[config.mk]
export PLATFORM = sky130hd
export DESIGN_NAME = hermes_input_buffer
export DESIGN_NICKNAME = d
export VERILOG_FILES = /design/src/rtl/hermes_input_buffer.sv
export SDC_FILE = /design/constraint.sdc
export NUM_CORES = 1
export LEC_CHECK = 0
export CAP_MARGIN = 20
export CELL_PAD_IN_SITES_DETAIL_PLACEMENT = 1
export CELL_PAD_IN_SITES_GLOBAL_PLACEMENT = 1
export CORE_MARGIN = 3
export CORE_UTILIZATION = 40
export CTS_CLUSTER_SIZE = 30
export DETAILED_ROUTE_END_ITERATION = 8
export GPL_ROUTABILITY_DRIVEN = 1
export GPL_TIMING_DRIVEN = 0
export PLACE_DENSITY_LB_ADDON = 0.1
export SLEW_MARGIN = 40
export SYNTH_ARGS = -nofsm -noshare
export SYNTH_HDL_FRONTEND = slang
export SYNTH_SLANG_ARGS = --single-unit
[constraint.sdc]
create_clock -name clk_i -period 6.65 [get_ports clk_i]
set_clock_uncertainty 0.1 [all_clocks]
set_input_delay 1.995 -clock clk_i [delete_from_list [all_inputs] [get_ports clk_i]]
set_output_delay 1.995 -clock clk_i [all_outputs]
set_load 0.005 [all_outputs]
[src/rtl/hermes_input_buffer.sv]
// -----------------------------------------------------------------------------
// hermes_input_buffer
// Per-port input buffer of the Hermes router. Flits arriving from the upstream
// link are queued in a circular FIFO. When a packet header reaches the FIFO head,
// a routing request goes to the switch control. After the grant, the buffer
// streams header, size and payload flits to the crossbar, with sending_o high
// for the whole packet.
//
// Ports:
//   clk_i     in   clock, rising edge
//   rst_ni    in   asynchronous active-low reset
//   rx_i      in   upstream flit valid
//   data_i    in   upstream flit
//   credit_o  out  FIFO not full (upstream may send)
//   req_o     out  routing request to switch control
//   ack_i     in   routing grant, one-cycle pulse
//   sending_o out  packet transmission in progress
//   tx_o      out  flit valid toward crossbar
//   data_o    out  FIFO head flit (header target in [15:0] while req_o high)
//   credit_i  in   downstream space available
// -----------------------------------------------------------------------------
module hermes_input_buffer #(
    parameter int unsigned FLIT_SIZE   = 32,
    parameter int unsigned BUFFER_SIZE = 8
) (
    input  logic                 clk_i,
    input  logic                 rst_ni,
    input  logic                 rx_i,
    input  logic [FLIT_SIZE-1:0] data_i,
    output logic                 credit_o,
    output logic                 req_o,
    input  logic                 ack_i,
    output logic                 sending_o,
    output logic                 tx_o,
    output logic [FLIT_SIZE-1:0] data_o,
    input  logic                 credit_i
);

    localparam int unsigned PTR_W = $clog2(BUFFER_SIZE);
    localparam int unsigned CNT_W = PTR_W + 1;

    typedef enum logic [2:0] {
        S_IDLE    = 3'd0,
        S_REQ     = 3'd1,
        S_HEADER  = 3'd2,
        S_SIZE    = 3'd3,
        S_PAYLOAD = 3'd4
    } state_t;

    state_t               r_state;
    state_t               w_next_state;
    logic [FLIT_SIZE-1:0] r_mem [BUFFER_SIZE];
    logic [PTR_W-1:0]     r_head;
    logic [PTR_W-1:0]     r_tail;
    logic [CNT_W-1:0]     r_count;
    logic [FLIT_SIZE-1:0] r_flits;
    logic                 w_wr;
    logic                 w_rd;
    logic                 w_empty;
    logic                 w_full;

    // FIFO status and handshakes
    assign w_empty  = (r_count == '0);
    assign w_full   = (r_count == CNT_W'(BUFFER_SIZE));
    assign credit_o = !w_full;
    assign w_wr     = rx_i && !w_full;
    assign w_rd     = tx_o && credit_i;
    assign data_o   = r_mem[r_head];

    // Flit storage; a write while full is dropped by w_wr
    always_ff @(posedge clk_i or negedge rst_ni) begin
        if (!rst_ni) begin
            for (int unsigned i = 0; i < BUFFER_SIZE; i++) begin
                r_mem[i] <= '0;
            end
        end else if (w_wr) begin
            r_mem[r_tail] <= data_i;
        end
    end

    // Pointers wrap naturally because BUFFER_SIZE is a power of two
    always_ff @(posedge clk_i or negedge rst_ni) begin
        if (!rst_ni) begin
            r_head  <= '0;
            r_tail  <= '0;
            r_count <= '0;
        end else begin
            if (w_wr) begin
                r_tail <= r_tail + PTR_W'(1);
            end
            if (w_rd) begin
                r_head <= r_head + PTR_W'(1);
            end
            case ({w_wr, w_rd})
                2'b10:   r_count <= r_count + CNT_W'(1);
                2'b01:   r_count <= r_count - CNT_W'(1);
                default: r_count <= r_count;
            endcase
        end
    end

    // Remaining payload flits: loaded from the size flit, decremented per transfer
    always_ff @(posedge clk_i or negedge rst_ni) begin
        if (!rst_ni) begin
            r_flits <= '0;
        end else if (w_rd) begin
            if (r_state == S_SIZE) begin
                r_flits <= data_o;
            end else if (r_state == S_PAYLOAD) begin
                r_flits <= r_flits - FLIT_SIZE'(1);
            end
        end
    end

    // State register
    always_ff @(posedge clk_i or negedge rst_ni) begin
        if (!rst_ni) begin
            r_state <= S_IDLE;
        end else begin
            r_state <= w_next_state;
        end
    end

    // Next-state logic
    always_comb begin
        w_next_state = r_state;
        case (r_state)
            S_IDLE: begin
                if (!w_empty) begin
                    w_next_state = S_REQ;
                end
            end
            S_REQ: begin
                if (ack_i) begin
                    w_next_state = S_HEADER;
                end
            end
            S_HEADER: begin
                if (w_rd) begin
                    w_next_state = S_SIZE;
                end
            end
            S_SIZE: begin
                if (w_rd) begin
                    w_next_state = (data_o != '0) ? S_PAYLOAD : S_IDLE;
                end
            end
            S_PAYLOAD: begin
                if (w_rd && (r_flits == FLIT_SIZE'(1))) begin
                    w_next_state = S_IDLE;
                end
            end
            default: w_next_state = S_IDLE;
        endcase
    end

    // Output decode from registered state; req_o and tx_o are mutually exclusive
    always_comb begin
        req_o     = 1'b0;
        sending_o = 1'b0;
        tx_o      = 1'b0;
        case (r_state)
            S_REQ: begin
                req_o = 1'b1;
            end
            S_HEADER, S_SIZE, S_PAYLOAD: begin
                sending_o = 1'b1;
                tx_o      = !w_empty;
            end
            default: begin
                req_o     = 1'b0;
                sending_o = 1'b0;
                tx_o      = 1'b0;
            end
        endcase
    end

endmodule

# == Word-level counts from Yosys, hierarchy flattened ==
# Index checks and enable logic that the tools add are counted.
# totals
reg_bits,301
input_bits,37
word_cells,69
# op_classes
add_sub_neg,5
magnitude_cmp,3
n_eq_ne,13
mux,19
n_bitwise,2
n_reduce_logical,14
# ops
op,n
$bwmux 256,1
$mux 32,5
$bmux 32 s3,1
$demux 32 s3,1
$eq 32x1->1 const B,1
$reduce_bool 32->1,1
$sub 32x1->32 const B,1
$mux 3,6
$pmux 3 s5,1
$ge 4x4->1 const B,2
$ne 2x2->1 const B,4
$not 3->4,2
$pmux 4 s2,1
$add 3x1->3 const B,2
$eq 3x2->1 const B,2
$reduce_and 5->1,1
$add 4x1->4 const B,1
$eq 4x4->1 const B,1
$logic_and 1x1->1,4
$logic_not 4->1,1
$lt 4x1->1 const B,1
$reduce_bool 2->1,2
$sub 4x1->4 const B,1
$eq 3x1->1 const B,1
other kinds (9),12

# == Depth between registers and ports, before layout ==
# logic_depth
word_depth,8
mapped_depth,14

# == Least setup slack after synthesis ==
# No wires, ideal clock.
# synth_path
kind,register to output
start,register r_head[1]
end,output data_o[11]
t_arrival_ns,1.764
slack_ns,2.791
stages_incl_launch_ff,7
path_buffers,3
cell_sequence,dfrtp_1 > buf_4 > buf_4 > clkbuf_1 > mux2_2 > a221oi_1 > inv_1
# synth_via
elab_chain_cells,4
# synth_rtl
item,line_no,source
start: declaration,53,logic [PTR_W-1:0] r_head;
start signal: assignment,92,r_head <= r_head + PTR_W'(1);
$not 3->4 (implied by the code),68,assign data_o = r_mem[r_head];
$bmux 32 s3,68,
$mux 32 (implied by the code) (2 in series),68,
end: declaration,35,"output logic [FLIT_SIZE-1:0] data_o,"
# Every way passes these cells. The select of a mux whose other input is x is not followed.

# == Worst setup path after layout ==
# layout_path
start,register r_head[1]
end,output data_o[26]
# The elaborated chain is that of the path after synthesis.

==> summary.md <==
| Metric | Value |
|---|---|
| Min-delay src | r_count[3] |
| Fin. Hold Viols | 0 |
| Met3 routed WL | between 1000 and 1500 microns |
| WL met1 | ~20000 microns |
| Starting Density | 0.410 |
| Asr flop ratio synth | 1.00 |
| Crit path buf inv count | 5 |
| Crit path capture type | output port |
| Vias in the first global route | 10302 |
| Peak supply drop | ~280 uV |
| Core Util, Final | 0.486 |
| TritonCTS clock tree | built |
| Slowest-stage cell, CP | clkbuf_1 |
| CORE AREA | between 30000 and 40000 sq um |
| CTS root buf | clkbuf_16 |
| Worst Max-Slew Pin Slew | approximately 0.9 ns |
| RSZ-0062 raised after global routing | false |
| Synth-to-layout area growth | 18.6% |
| Initial antenna violation count | 1 |
| Arrival time worst endpoint | around 3.7 ns |
| Non-filler cells, final | between 1500 and 2000 |
| Worst path max stage delay | around 0.68 ns |
| Final WL | approximately 43000 microns |
| DP HPWL | approximately 29000 microns |
| Fin Hold WS | approximately 0.4 ns |
| Crit Path Class | reg -> out |
| Final Setup Violations | 0 |
| Num CTS Buffers | 36 |
| Fin nets | around 1300 |
| Port-buffer cells | 72 |
| Most common cell after layout, fill and taps aside | dfrtp_1 |
| Period utilization | 0.868 |
| DRT Pass-1 Iters | 4 |
| Lkg Pwr | between 7 and 8 nW |
| Outcome | completed |
| Die Span X | just under 200 microns |
| Uppermost layer routed | met4 |
| Power Dens Cells | about 570 nW/um^2 |
| Mapped Avg Cell Area | about 13 sq um |
| Seq cells post-synth | ~300 |
| Min Clock Period, post-route | 5.77 ns |
| Count of pins over their slew limit | 0 |
| Rows | 68 |
| RD Place Congestion | around 0.78 |
| DRC errors left | 0 |
| Seq/Total Area, Yosys | 0.525 |
| Sequence of cells on the critical path | buf_4, nand2b_1, clkbuf_1, clkbuf_2, o22ai_1, a21oi_1, inv_1, clkdlybuf4s50_1 |
| Die area | 38100 sq um |
| Vias | 9578 |
| Worst slew margin | 0.411 |
| First-pass GRT wire length | between 60000 and 70000 microns |
| Largest buffer count on any clock path | 3 |
| Worst-Skew Late Latency | just over 0.5 ns |
| Delay-heaviest family, CP | buffers and inverters |
| Critical Path Start Type | flip-flop |
| Worst path required time | ~4.6 ns |
| Leading cell types in the layout, fill and taps excluded | 301 x dfrtp_1, 260 x mux2_2, 71 x clkdlybuf4s50_1, 65 x mux2i_1, 56 x nand2_1 |
| Post-CTS Setup Repair Bufs | 0 |
| Worst-path clk slew | around 0.060 ns |
| Yosys warns | 0 |
| Hold-fix buffers, CTS | 0 |
| Largest net degree at the start of global routing | between 70 and 80 |
| Max FO, Critical Path | 10 |
| Placed insts | roughly 1600 |
| Avg WL per Cell | 25.1 microns |
| Yosys cell types | between 50 and 60 |
| # fillers | approximately 3500 |
| Fmax | around 0.17 GHz |
| Worst Hold Class | reg -> reg |
| Layout cells sized above 1 | 0.333 |
| Clk sinks | between 300 and 400 |
| Final Instance Area | between 15000 and 20000 sq um |
| Total gr overflow | 0 |
| Max-cap violation count | 0 |
| Post_cts resized | 0 |
| Vias/cell | 5.65 |
| Met2 wire length | about 20000 microns |
| Crit path from | r_head[1] |
| Syn Nets | approximately 1100 |
| First DRT Iteration DRCs | 401 |
| DP Area | around 16000 sq um |
| Die height | just under 200 microns |
| Total negative slack | 0 ns |
| Worst R2R Start | r_head[1] |
| Post-DRT Antenna Nets | 0 |
| Mapped cell area | 14300 sq um |
| EDFF count, synth | 0 |
| Post-Syn Instances | between 1000 and 1500 |
| GRT Total Usage | 0.224 |
| Dominant register cell in the synthesized netlist | dfrtp_1 |
| CTS H-tree lvls | 2 |
| # IOs | 73 |
-- worst reg2reg max path: cells and delay by family, from the launching register on --
kind            cells  cell delay [ns]
simple gates        3             0.99
compound gates      2             0.71
buf+inv             3             1.41
flops               1             0.36
-- worst paths after layout --
check / cells after the start / slack, ns / end
worst max-delay path: 8 / 0.88 / data_o[26]
worst min-delay path: 1 / 0.39 / r_count[3]
worst max register to register: 8 / 2.96 / r_state[2]
worst min register to register: 1 / 0.39 / r_count[3]
max in group asynchronous: 4 / 3.82 / r_mem[68]
min in group asynchronous: 1 / 1.27 / r_mem[61]
-- synth_stat cells (6+ instances only) --
| cell | count | area share |
|---|---|---|
| inv_1 | 24 | 0.0063 |
| nor2_1 | 35 | 0.0092 |
| o22ai_1 | 30 | 0.013 |
| mux2_2 | 260 | 0.20 |
| o221ai_1 | 14 | 0.0086 |
| nand3_1 | 13 | 0.0045 |
| mux4_2 | 30 | 0.047 |
| ha_1 | 7 | 0.0061 |
| nor4_1 | 6 | 0.0026 |
| clkbuf_1 | 40 | 0.010 |
| a21oi_1 | 52 | 0.018 |
| mux2i_1 | 65 | 0.045 |
| o21ai_0 | 31 | 0.011 |
| buf_6 | 6 | 0.0047 |
| nand2_1 | 56 | 0.015 |
| nand4_1 | 6 | 0.0026 |
| buf_2 | 17 | 0.0059 |
| nor3_1 | 14 | 0.0049 |
| nor2b_1 | 7 | 0.0031 |
| dfrtp_1 | 301 | 0.53 |
| a22o_1 | 7 | 0.0043 |
-- layer usage --
layer / global-route usage / up-vias
li1: - / 4283
met1: 0.314 / 5108
met2: 0.372 / 138
met3: 0.0295 / 49
met4: 0.0528 / 0
met5: 0 / -
-- power by group --
part           total (mW)  switching, mW  leakage, nW  internal, mW
Combinational        4.43           2.26         3.03          2.16
Sequential           3.27          0.515         3.63          2.75
Clock                2.03          0.786        0.617          1.25
Total                9.73           3.57         7.28          6.16
-- logic make-up after synthesis --
logic type               share of synthesized area
AO/OA/AOI/OAI                               0.0697
multiplexers                                 0.299
buffers and inverters                       0.0345
XOR/XNOR                                   0.00550
adder cells (fa/ha/maj)                    0.00611
AND/OR/NAND/NOR                             0.0602
flip-flops                                   0.525
-- layout make-up --
| type | instances | area (sq um) | area share |
|---|---|---|---|
| antenna | 1 | 2.50 | 0.000147 |
| inverter | 25 | 93.8 | 0.00552 |
| multi-input combinational | 699 | 6320 | 0.371 |
| buffer | 73 | 413 | 0.0243 |
| sequential | 301 | 7530 | 0.443 |
| tap | 455 | 569 | 0.0335 |
| timing repair buffer | 77 | 843 | 0.0496 |
| clock buffer | 55 | 1120 | 0.0661 |
| clock inverter | 10 | 111 | 0.00655 |
-- metrics by stage --
| step | power, mW | worst slack (ns) |
|---|---|---|
| 6_report | 9.73 | 0.878 |
| 5_1_grt | 10.3 | 0.740 |
| 4_1_cts | 9.83 | 0.546 |
| 3_5_place_dp | 7.75 | 1.10 |
| 3_3_place_gp | 7.61 | -10.40 |
| 2_1_floorplan | 5.92 | 2.79 |
-- flip-flops by register name (all words and copies together) (netlist names) --
name,cells
r_mem,256
r_flits,32
r_count,4
r_head,3
r_state,3
r_tail,3
(Power assumes the default switching activity.)
